==> src/rtl/sync_fifo_defs.sv <==
// Shared definitions for sync_fifo_thresh and the board tops that use it:
// clog2 helper for port widths and bit positions of a packed status word.
package sync_fifo_defs;

   // Bit positions used by board tops when packing FIFO status onto LEDs
   localparam int EMPTY = 0;
   localparam int FULL  = 1;
   localparam int AE    = 2;
   localparam int AF    = 3;
   localparam int WERR  = 4;
   localparam int RERR  = 5;

   localparam int NFLAGS = 6;

   typedef logic [NFLAGS-1:0] fifo_flags_t;

   // Ceiling log2; sf_clog2(1) = 0
   function automatic int sf_clog2(input int v);
      int r;
      int x;
      r = 0;
      x = v - 1;
      while (x > 0) begin
         r = r + 1;
         x = x >> 1;
      end
      return r;
   endfunction

endpackage

==> src/rtl/fifo_regfile.sv <==
// Storage array for sync_fifo_thresh: DEPTH x DATA_WIDTH registers,
// one synchronous write port (we/waddr/wdata), one async read port (raddr/rdata).
module fifo_regfile #(
   parameter int DATA_WIDTH = 4,
   parameter int DEPTH      = 8,
   parameter int AW         = 3
) (
   input  logic                  clk,
   input  logic                  we,
   input  logic [AW-1:0]         waddr,
   input  logic [DATA_WIDTH-1:0] wdata,
   input  logic [AW-1:0]         raddr,
   output logic [DATA_WIDTH-1:0] rdata
);

   // Contents are deliberately not reset; occupancy tracking makes
   // stale words unobservable.
   logic [DATA_WIDTH-1:0] mem [DEPTH];

   always_ff @(posedge clk) begin
      if (we) begin
         mem[waddr] <= wdata;
      end
   end

   assign rdata = mem[raddr];

endmodule

==> src/rtl/sync_fifo_thresh.sv <==
// Parametrised synchronous FIFO with occupancy count, almost-full/empty
// thresholds, registered flags and non-power-of-two depth support.
// Ports: clk, rst (async active-high), en strobe qualifying we/re, din/dout,
// count, empty, full, almost_empty, almost_full, wr_err/rd_err pulses.
// Macro SYNC_FIFO_FWFT_EN selects first-word-fall-through dout.
module sync_fifo_thresh
   import sync_fifo_defs::*;
#(
   parameter  int DATA_WIDTH = 4,
   parameter  int FIFO_DEPTH = 8,
   parameter  int AF_LEVEL   = FIFO_DEPTH - 1,
   parameter  int AE_LEVEL   = 1,
   localparam int CW         = sf_clog2(FIFO_DEPTH + 1)
) (
   input  logic                  clk,
   input  logic                  rst,
   input  logic                  en,
   input  logic                  we,
   input  logic                  re,
   input  logic [DATA_WIDTH-1:0] din,
   output logic [DATA_WIDTH-1:0] dout,
   output logic [CW-1:0]         count,
   output logic                  empty,
   output logic                  full,
   output logic                  almost_empty,
   output logic                  almost_full,
   output logic                  wr_err,
   output logic                  rd_err
);

   localparam int AW = sf_clog2(FIFO_DEPTH);

   localparam logic [AW-1:0] PTR_LAST = AW'(FIFO_DEPTH - 1);
   localparam logic [CW-1:0] CNT_MAX  = CW'(FIFO_DEPTH);
   localparam logic [CW-1:0] AE_LVL   = CW'(AE_LEVEL);
   localparam logic [CW-1:0] AF_LVL   = CW'(AF_LEVEL);

   if (FIFO_DEPTH < 2 ||
       AF_LEVEL < 0 || AF_LEVEL > FIFO_DEPTH ||
       AE_LEVEL < 0 || AE_LEVEL > FIFO_DEPTH) begin : g_cfg_err
      $error("sync_fifo_thresh: depth or threshold out of range");
   end

   logic [AW-1:0]         wr_ptr;
   logic [AW-1:0]         rd_ptr;
   logic [CW-1:0]         count_q;
   logic [CW-1:0]         count_nxt;
   logic                  empty_q;
   logic                  full_q;
   logic                  ae_q;
   logic                  af_q;
   logic                  wr_err_q;
   logic                  rd_err_q;
   logic                  rd_ok;
   logic                  wr_ok;
   logic [DATA_WIDTH-1:0] rdata;

   // A read frees a slot in the same edge, so a full FIFO still accepts
   // a write paired with a read.
   assign rd_ok = en & re & ~empty_q;
   assign wr_ok = en & we & (~full_q | rd_ok);

   always_comb begin
      count_nxt = count_q;
      unique case ({wr_ok, rd_ok})
         2'b10:   count_nxt = count_q + 1'b1;
         2'b01:   count_nxt = count_q - 1'b1;
         default: count_nxt = count_q;
      endcase
   end

   // Explicit wrap: depth need not be a power of two
   function automatic logic [AW-1:0] ptr_inc(input logic [AW-1:0] p);
      return (p == PTR_LAST) ? '0 : p + 1'b1;
   endfunction

   always_ff @(posedge clk or posedge rst) begin
      if (rst) begin
         wr_ptr   <= '0;
         rd_ptr   <= '0;
         count_q  <= '0;
         empty_q  <= 1'b1;
         full_q   <= 1'b0;
         ae_q     <= 1'b1;
         af_q     <= (AF_LEVEL == 0);
         wr_err_q <= 1'b0;
         rd_err_q <= 1'b0;
      end else begin
         if (wr_ok) begin
            wr_ptr <= ptr_inc(wr_ptr);
         end
         if (rd_ok) begin
            rd_ptr <= ptr_inc(rd_ptr);
         end
         count_q  <= count_nxt;
         // Flags come from the next count so they line up with count
         empty_q  <= (count_nxt == '0);
         full_q   <= (count_nxt == CNT_MAX);
         ae_q     <= (count_nxt <= AE_LVL);
         af_q     <= (count_nxt >= AF_LVL);
         wr_err_q <= en & we & ~wr_ok;
         rd_err_q <= en & re & ~rd_ok;
      end
   end

   fifo_regfile #(
      .DATA_WIDTH (DATA_WIDTH),
      .DEPTH      (FIFO_DEPTH),
      .AW         (AW)
   ) u_regfile (
      .clk   (clk),
      .we    (wr_ok),
      .waddr (wr_ptr),
      .wdata (din),
      .raddr (rd_ptr),
      .rdata (rdata)
   );

`ifdef SYNC_FIFO_FWFT_EN
   // Head word is presented combinationally; forced to 0 while empty
   assign dout = empty_q ? '0 : rdata;
`else
   logic [DATA_WIDTH-1:0] dout_q;

   always_ff @(posedge clk or posedge rst) begin
      if (rst) begin
         dout_q <= '0;
      end else if (rd_ok) begin
         dout_q <= rdata;
      end
   end

   assign dout = dout_q;
`endif

   assign count        = count_q;
   assign empty        = empty_q;
   assign full         = full_q;
   assign almost_empty = ae_q;
   assign almost_full  = af_q;
   assign wr_err       = wr_err_q;
   assign rd_err       = rd_err_q;

endmodule

==> config.mk <==
export PLATFORM = sky130hd
export DESIGN_NAME = sync_fifo_thresh
export DESIGN_NICKNAME = d
export VERILOG_FILES = /design/src/rtl/sync_fifo_defs.sv /design/src/rtl/fifo_regfile.sv /design/src/rtl/sync_fifo_thresh.sv
export SDC_FILE = /design/constraint.sdc
export NUM_CORES = 1
export LEC_CHECK = 0
export BUFFER_PORTS_ARGS = -buffer_cell sky130_fd_sc_hd__buf_4
export CORE_MARGIN = 2
export CORE_UTILIZATION = 57
export CTS_BUF_LIST = sky130_fd_sc_hd__clkbuf_16
export DETAILED_ROUTE_END_ITERATION = 7
export PLACE_DENSITY = 0.78
export RECOVER_POWER = 100
export SYNTH_ARGS = -nofsm -noshare
export SYNTH_HDL_FRONTEND = slang
export SYNTH_SLANG_ARGS = --single-unit
==> constraint.sdc <==
create_clock -name clk -period 2.7 [get_ports clk]
set_input_delay 0.405 -clock clk [delete_from_list [all_inputs] [get_ports clk]]
set_output_delay 0.405 -clock clk [all_outputs]
set_load 0.02 [all_outputs]
==> results of run 1 <==
[final cells by class]
class                      instances  area (µm²)  share of cell area, %
timing repair buffer              24         109                   4.23
inverter                           3        11.3                  0.437
clock inverter                     3        90.1                   3.50
multi-input combinational         81         717                   27.8
tap                               48        60.1                   2.33
clock buffer                       5         125                   4.86
sequential                        52        1460                   56.8
[metrics by stage]
stage / utilization [%] / area, µm² / instances
finish: 69.8 / 2580 / 216
global route: 69.8 / 2580 / 216
CTS: 71.9 / 2650 / 216
detailed placement: 66.0 / 2440 / 208
global placement: 66.0 / 2440 / 208
floorplan: - / 2210 / 140
[cells by family after synthesis]
| kind of cell | Yosys count | synth area share (%) |
|---|---|---|
| flops | 52 | 66.2 |
| simple gates | 40 | 9.84 |
| mux | 17 | 13.0 |
| compound gates | 14 | 4.24 |
| buf+inv | 7 | 1.24 |
| fa+ha+maj | 7 | 3.96 |
| xor+xnor | 3 | 1.53 |
[worst max-delay path by stage]
stage                   to  slack, ps  cells after the start
2_1_floorplan  almost_full        330                     10
3_3_place_gp         empty        270                     11
3_5_place_dp         empty        230                     11
4_1_cts              empty        200                      9
5_1_grt              empty         50                      9
6_report             empty        220                      9
[placed cells by master (no fill, tap or decap), drive strengths merged, types with 2 or more instances in the layout]
| cell | count |
|---|---|
| nor4 | 2 |
| mux4 | 8 |
| mux2 | 4 |
| nand2b | 3 |
| ha | 7 |
| inv | 3 |
| bufinv | 3 |
| a21oi | 3 |
| dfrtp | 18 |
| clkbuf | 25 |
| o21ai | 7 |
| xnor2 | 2 |
| nor3b | 5 |
| nand2 | 12 |
| nor3 | 4 |
| dfstp | 2 |
| nor2 | 4 |
| nor2b | 3 |
| edfxtp | 32 |
| a21o | 2 |
| mux2i | 5 |
| buf | 4 |
| and3 | 2 |
[sequential cells by signal (all words and copies together) (netlist names)]
register	count
wr_err	1
wr_ptr	3
count	4
full	1
empty	1
almost_empty	1
rd_ptr	3
u_regfile.mem	32
rd_err	1
almost_full	1
dout	4
[critical path, stage by stage, from the launching register on]
cell and delay [ps]:
dfstp_2 540, nand3b_1 120, inv_1 90, ha_1 250
xor2_1 170, ha_1 200, a21oi_2 190, mux2i_4 280
xnor2_2 130, nor4_1 380
[layer usage]
layer / wire (µm) / part of all wire [%] / global-route usage (%) / up-vias
met5: 0 / 0 / 0 / -
met4: 70 / 1.8 / 8.16 / 0
met3: 112 / 2.9 / 7.50 / 7
met2: 1990 / 51 / 33.6 / 21
met1: 1710 / 44 / 25.7 / 628
li1: - / - / - / 582
[power by group through the flow]
stage	combinational (mW)	clock (mW)	sequential, mW
floorplan	0.582	0	1.26
global placement	0.854	0	1.24
detailed placement	0.890	0	1.26
CTS	0.902	0.901	1.26
global route	0.900	0.928	1.28
finish	0.808	0.884	1.25
==> results.yml, run 1 <==
outcome:
  status: "complete, no violations"
cts:
  cts_tree: "yes"
  cts-buffers-inserted: 5
  cts_setup_buffers: 0
  clkSlewWorstSetupHoldPaths_ps: 60
  post_cts_resized: 0
  clockRootBuffer: "clkbuf_16"
  hold_buffers: 0
  clk_latency_ps: 290
  cts_buffer_depth: 2
  clock_sinks: 52
  cts.htree.levels: 2
critical_path:
  criticalPathCategory: "register to register"
  worstSetupStartpointType: "register"
  r2r_end: "empty"
  ff2ff_path_depth: 9
  r2r-start: "empty"
  setup.worst_path.start: "empty"
  endpoint_kind: "register"
  rrSetupSlack_ps: 220
  cp.required_ps: 2870
  critical_path.max_fanout: 5
  worstPathArrival_ps: 2650
sta:
  rsz0062_at_grt: "no"
  finalSetupViolations: 0
  holdWs_ps: 255
  clock.fmax_mhz: 404
  final.setup_skew_ps: 3.87
  post-route-period-util_pct: 91.7
  finalWorstSetupSlack_ps: 223
  slew_violations: 0
  tightest_slew_ps: 754
  fin_setup_tns_ps: 0
  hold_viol: 0
  slew_headroom_pct: 49.7
  period_minus_slack_ps: 2480
floorplan:
  ioPinCount: 23
  floorplan.rows: 22
  die_h_um: 66.3
  initial_core_util_pct: 60.0
  chipWidth_um: 66.3
  die_area_um2: 4400
  core_um2: 3690
routing:
  wl_per_cell_um: 17.9
  ant_nets: 0
  vias: 1238
  drc: 0
  wirelength_mm: 3.88
  dr.pass1.iters: 6
  vias_per_cell: 5.73
  drtIter0Drc: 54
global_routing:
  grt-ovfl-total: 0
  grt_first_pass_wirelength_mm: 6.27
  grt_pass1_vias: 1251
  grt_usage_pct: 20.9
  grt_max_degree: 21
  antenna_found_initial: 0
logic_synthesis:
  synth_edf_count: 32
  synth.distinct_cells: 35
  yosys.area.top_type: "edfxtp_1"
  ys_ff_latch: 52
  yosysSeqAreaShare_pct: 66.2
  synthArstFlopShare_pct: 38.5
  ys_top_cells_by_count: "edfxtp_1 (32), dfrtp_1 (18), nand2_1 (12)"
  avgSynthCellArea_um2: 15.8
  netlist.area_leader.share_pct: 43.4
  yosys_warnings: 0
  syn_inst: 140
  yosysMostFrequentCell: "edfxtp_1"
  synth_area_um2: 2210
  synthFlopType: "edfxtp_1"
  synth_area_leaders: "edfxtp_1 (43%), dfrtp_1 (20%), mux4_2 (8.1%), ha_1 (4.0%), dfstp_2 (2.4%)"
  syn_nets: 156
cells_and_area:
  drive_gt1_share_pct: 17.9
  syn_to_final_growth_pct: 16.5
  layout.nets: 183
  n_antenna_cell: 0
  num-fill-cells: 272
place:
  gp_congestion: 0.769
  io_buffers: 22
  dp_slack_ps: 229
  dp_hpwl_mm: 2.63
power:
  pwr-share-seq_pct: 42.5
  switchingPower_mw: 0.917
  combPwrFrac_pct: 27.4
  switching_share_pct: 31.2
  ir_drop_mv: 0.809
  p_leak_nw: 0.976
  p_clk_share_pct: 30.0
  powerDensity_nw_per_um2: 1140
  totalPowerFinal_mw: 2.94
  p_int_mw: 2.03
worst_hold_path:
  min-delay-path-class: "primary input to asynchronous set/reset pin"
flow_run:
  max_cap_viol_count: 0
Note: power is estimated with default switching activity, not from simulation.
==> run 2, diff against run 1 <==
--- a/config.mk
+++ b/config.mk
@@ -6,11 +6,14 @@
 export NUM_CORES = 1
 export LEC_CHECK = 0
 export BUFFER_PORTS_ARGS = -buffer_cell sky130_fd_sc_hd__buf_4
+export CELL_PAD_IN_SITES_DETAIL_PLACEMENT = 1
+export CELL_PAD_IN_SITES_GLOBAL_PLACEMENT = 1
 export CORE_MARGIN = 2
-export CORE_UTILIZATION = 57
+export CORE_UTILIZATION = 48
 export CTS_BUF_LIST = sky130_fd_sc_hd__clkbuf_16
+export CTS_CLUSTER_SIZE = 10
 export DETAILED_ROUTE_END_ITERATION = 7
-export PLACE_DENSITY = 0.78
+export PLACE_DENSITY_LB_ADDON = 0.1
 export RECOVER_POWER = 100
 export SYNTH_ARGS = -nofsm -noshare
 export SYNTH_HDL_FRONTEND = slang
==> results.yml, run 2 (synthesized netlist as in run 1, its figures left out) <==
sta:
  rsz0062_at_grt: "no"
  tightest_slew_ps: 796
  period_minus_slack_ps: 2520
  slew_headroom_pct: 46.9
  finalSetupViolations: 0
  final.setup_skew_ps: 4.72
  clock.fmax_mhz: 398
  slew_violations: 0
  fin_setup_tns_ps: 0
  post-route-period-util_pct: 93.2
  hold_viol: 0
place:
  io_buffers: 22
  gp_congestion: 0.714
  dp_hpwl_mm: 3.05
  dp.cells: 212
  place_area_um2: 2440
critical_path:
  worstSetupStartpointType: "register"
  cp.required_ps: 2870
  rrSetupSlack_ps: 180
  setup.worst_path.start: "empty"
  setup.worst_path.end: "empty"
  criticalPathCategory: "register to register"
  worstPathArrival_ps: 2680
  r2r_end: "empty"
  r2r-start: "empty"
  critical_path.max_fanout: 5
  endpoint_kind: "register"
  ff2ff_path_depth: 9
power:
  p_clk_share_pct: 25.2
  totalPowerFinal_mw: 2.78
  p_int_mw: 1.84
  ir_drop_mv: 0.511
  switchingPower_mw: 0.935
  powerDensity_nw_per_um2: 1100
  p_leak_nw: 0.952
  pwr-share-seq_pct: 45.1
  combPwrFrac_pct: 29.7
  switching_share_pct: 33.7
cells_and_area:
  final_common_cell: "edfxtp_1"
  n_antenna_cell: 0
  layout_common_cells: "edfxtp_1 (32), clkbuf_1 (19), dfrtp_1 (18), nand2_1 (12), mux4_2 (8)"
  largest_reg_flops: 32
  drive_gt1_share_pct: 17.9
  fin_area_um2: 2530
  final_util_pct: 57.8
  syn_to_final_growth_pct: 14.5
  layout.nets: 183
  largest-register: "u_regfile.mem"
  fin_cells: 220
cts:
  cts_setup_buffers: 0
  cts_tree: "yes"
  cts-buffers-inserted: 5
  cts_buffer_depth: 2
  cts.htree.levels: 2
  post_cts_resized: 0
  clockRootBuffer: "clkbuf_16"
  hold_buffers: 0
  clkSlewWorstSetupHoldPaths_ps: 70
  clk_latency_ps: 280
  clock_sinks: 52
floorplan:
  initial_core_util_pct: 50.5
  die_h_um: 71.9
  core_um2: 4380
  die_area_um2: 5170
  floorplan.rows: 24
  chipWidth_um: 71.9
  ioPinCount: 23
global_routing:
  grt-ovfl-total: 0
  grt_usage_pct: 18.4
  grt_pass1_vias: 1303
  grt_first_pass_wirelength_mm: 6.95
  antenna_found_initial: 0
  grt_max_degree: 21
worst_hold_path:
  min-delay-path-class: "primary input to asynchronous set/reset pin"
flow_run:
  max_cap_viol_count: 0
routing:
  wl_per_cell_um: 19.2
  vias: 1226
  ant_nets: 0
  vias_per_cell: 5.57
  drc: 0
  wirelength_mm: 4.22
  drtIter0Drc: 12
  dr.pass1.iters: 4
outcome:
  status: "complete, no violations"
## run 2: cell types whose count changed in the layout (fill, tap and decap cells not counted)
cell        delta
bufinv_16      -2
dfstp_2        -1
dfstp_1        +1
mux2_1         -1
mux2_2         +1
clkinvlp_4     +1
clkinv_2       +1
## run 2: per-stage QoR
stage / hold slack, ps / setup WS [ps]
3_5_place_dp: 480 / 196
3_3_place_gp: 465 / 253
2_1_floorplan: 367 / 333
5_1_grt: 344 / 47.1
4_1_cts: 304 / 190
6_report: 276 / 184
## run 2: worst min path at each step
stage	startpoint	depth (start not counted)	slack [ps]	to
2_1_floorplan	rst	1	370	almost_full
5_1_grt	rst	2	340	count[2]
3_5_place_dp	dout[3]	2	480	dout[3]
3_3_place_gp	dout[3]	2	460	dout[3]
4_1_cts	rst	2	300	count[2]
6_report	rst	2	280	count[2]
## run 2: routing by layer
metal  vias up  wire length, µm  track usage [%]  share of wire (%)
li1        582                -                -                  -
met1       620             1970             25.6                 47
met2        20             2080             30.5                 49
met3         4              134             2.95                3.2
met4         0               41             5.24               0.97
met5         -                0                0                  0
## run 2: layout make-up
type | instances | area [µm²]
clock buffers | 5 | 125
clock inverters | 3 | 42.5
fillers | 427 | 1850
inverters | 3 | 11.3
multi-input cells | 81 | 717
flip-flops and latches | 52 | 1460
well taps | 52 | 65.1
repair buffers | 24 | 109
## run 2: power groups by stage
stage / clock network [mW] / logic [mW] / registers, mW
2_1_floorplan: 0 / 0.582 / 1.26
3_3_place_gp: 0 / 0.865 / 1.25
3_5_place_dp: 0 / 0.903 / 1.27
4_1_cts: 0.720 / 0.918 / 1.26
5_1_grt: 0.747 / 0.905 / 1.29
6_report: 0.701 / 0.824 / 1.25
## run 2: critical path: stages (launching register included)
cell and delay, ps:
dfstp_1 550, nand3b_1 150, inv_1 100, ha_1 250, xor2_1 180, ha_1 210
a21oi_2 170, mux2i_4 270, xnor2_2 130, nor4_1 390
==> run 3, diff against run 2 <==
--- a/config.mk
+++ b/config.mk
@@ -9,7 +9,7 @@
 export CELL_PAD_IN_SITES_DETAIL_PLACEMENT = 1
 export CELL_PAD_IN_SITES_GLOBAL_PLACEMENT = 1
 export CORE_MARGIN = 2
-export CORE_UTILIZATION = 48
+export CORE_UTILIZATION = 30
 export CTS_BUF_LIST = sky130_fd_sc_hd__clkbuf_16
 export CTS_CLUSTER_SIZE = 10
 export DETAILED_ROUTE_END_ITERATION = 7
==> results.yml, run 3 (synthesized netlist as in run 1, its figures left out) <==
floorplan:
  initial_core_util_pct: 30.7
  floorplan.rows: 31
  die_area_um2: 8080
  core_um2: 7210
  die_h_um: 89.9
  chipWidth_um: 89.9
  ioPinCount: 23
critical_path:
  path_buf_inv: 1
  cp_top_family: "simple AND/OR/NAND/NOR gates"
  worstPathCellList: "nand3b_1 > inv_1 > ha_1 > xor2_1 > ha_1 > mux2_1 > or2_1 > nor4_1"
  cp_slowest_cell: "dfstp_2"
  worstPathArrival_ps: 2660
  critical_path.max_fanout: 4
  cp.required_ps: 2850
  worstSetupStartpointType: "register"
  criticalPathCategory: "register to register"
  critPathMostFrequentCell: "ha_1"
  slowest_delay_ps: 540
  endpoint_kind: "register"
global_routing:
  grt-busiest-layer: "met2"
  antenna_found_initial: 0
  grt_max_degree: 21
  grt-ovfl-total: 0
  grt.met2_usage_pct: 18.8
  met3_usage_pct: 3.10
  grt_usage_pct: 10.9
  grtUsageMet1_pct: 13.6
  grt_first_pass_wirelength_mm: 6.85
  grt_pass1_vias: 1359
sta:
  finalSetupViolations: 0
  holdWs_ps: 263
  finalWorstSetupSlack_ps: 186
  slew_headroom_pct: 48.1
  final.setup_skew_ps: 8.64
  clock.fmax_mhz: 398
  period_minus_slack_ps: 2510
  rsz0062_at_grt: "no"
  post-route-period-util_pct: 93.1
  hold_viol: 0
  tightest_slew_ps: 777
  fin_setup_tns_ps: 0
  slew_violations: 0
cts:
  clockRootBuffer: "clkbuf_16"
  clkSlewWorstSetupHoldPaths_ps: 70
  cts_setup_buffers: 0
  post_cts_resized: 0
  cts_tree: "yes"
  clock_sinks: 52
  cts-buffers-inserted: 5
  hold_buffers: 0
  cts_buffer_depth: 2
  cts.htree.levels: 2
  clk_latency_ps: 290
cells_and_area:
  num-fill-cells: 802
  layout.nets: 185
  fin_cells: 269
  syn_to_final_growth_pct: 18.9
  layout_common_cells: "edfxtp_1 (32), clkbuf_1 (21), dfrtp_1 (18), nand2_1 (12), mux4_2 (8)"
  final_common_cell: "edfxtp_1"
  n_antenna_cell: 0
  seq_area_um2: 1460
  largest-register: "u_regfile.mem"
  multi_input_area_um2: 721
  largest_reg_flops: 32
  drive_gt1_share_pct: 18.2
  fin_area_um2: 2630
  final_util_pct: 36.5
routing:
  ant_nets: 0
  dr.pass1.iters: 3
  vias: 1215
  vias_per_cell: 4.52
  wl_per_cell_um: 15.3
  drtIter0Drc: 84
  drc: 0
  wirelength_mm: 4.12
place:
  gp_congestion: 0.711
  io_buffers: 22
  dp_slack_ps: 170
  place_area_um2: 2510
  dp_hpwl_mm: 3.10
  dp.cells: 261
power:
  combPwrFrac_pct: 28.3
  pwr-share-seq_pct: 43.4
  powerDensity_nw_per_um2: 1090
  p_leak_nw: 0.969
  p_clk_share_pct: 28.3
  totalPowerFinal_mw: 2.86
  ir_drop_mv: 0.412
  switchingPower_mw: 0.922
  switching_share_pct: 32.2
  p_int_mw: 1.94
outcome:
  status: "complete, no violations"
worst_hold_path:
  min-delay-path-class: "primary input to asynchronous set/reset pin"
flow_run:
  max_cap_viol_count: 0
run 3: power groups by stage:
stage | combinational, mW | sequential [mW] | clock [mW]
global route | 0.909 | 1.29 | 0.857
floorplan | 0.582 | 1.26 | 0
global placement | 0.887 | 1.25 | 0
CTS | 0.912 | 1.26 | 0.828
detailed placement | 0.909 | 1.27 | 0
finish | 0.809 | 1.24 | 0.811
run 3: area by class of cell:
class                           count  area share, %
Inverter                            3          0.428
Timing Repair Buffer               26           4.42
Tap cell                           99           4.71
Clock inverter                      3           2.62
Sequential cell                    52           55.7
Clock buffer                        5           4.76
Multi-Input combinational cell     81           27.4
run 3: final timing paths:
| kind | start | end | slack [ps] | cells past startpoint |
|---|---|---|---|---|
| min reg2reg | dout[3] | dout[3] | 490 | 2 |
| max | empty | empty | 190 | 8 |
| min | rst | rd_ptr[0] | 260 | 2 |
| min in group clk | en | rd_err | 390 | 2 |
| max in group asynchronous | rst | rd_err | 1950 | 2 |
| max reg2reg | empty | empty | 190 | 8 |
run 3: per-layer routing:
metal  wire length [µm]  vias up
met4                 57        0
met1               1850      609
met3                151        5
li1                   -      584
met2               2070       17
met5                  0        -
run 3: worst register-to-register path: stages, from the launching register on:
cell and delay (ps):
dfstp_2 540, nand3b_1 120, inv_1 90, ha_1 250, xor2_1 170, ha_1 280
mux2_1 330, or2_1 250, nor4_1 330
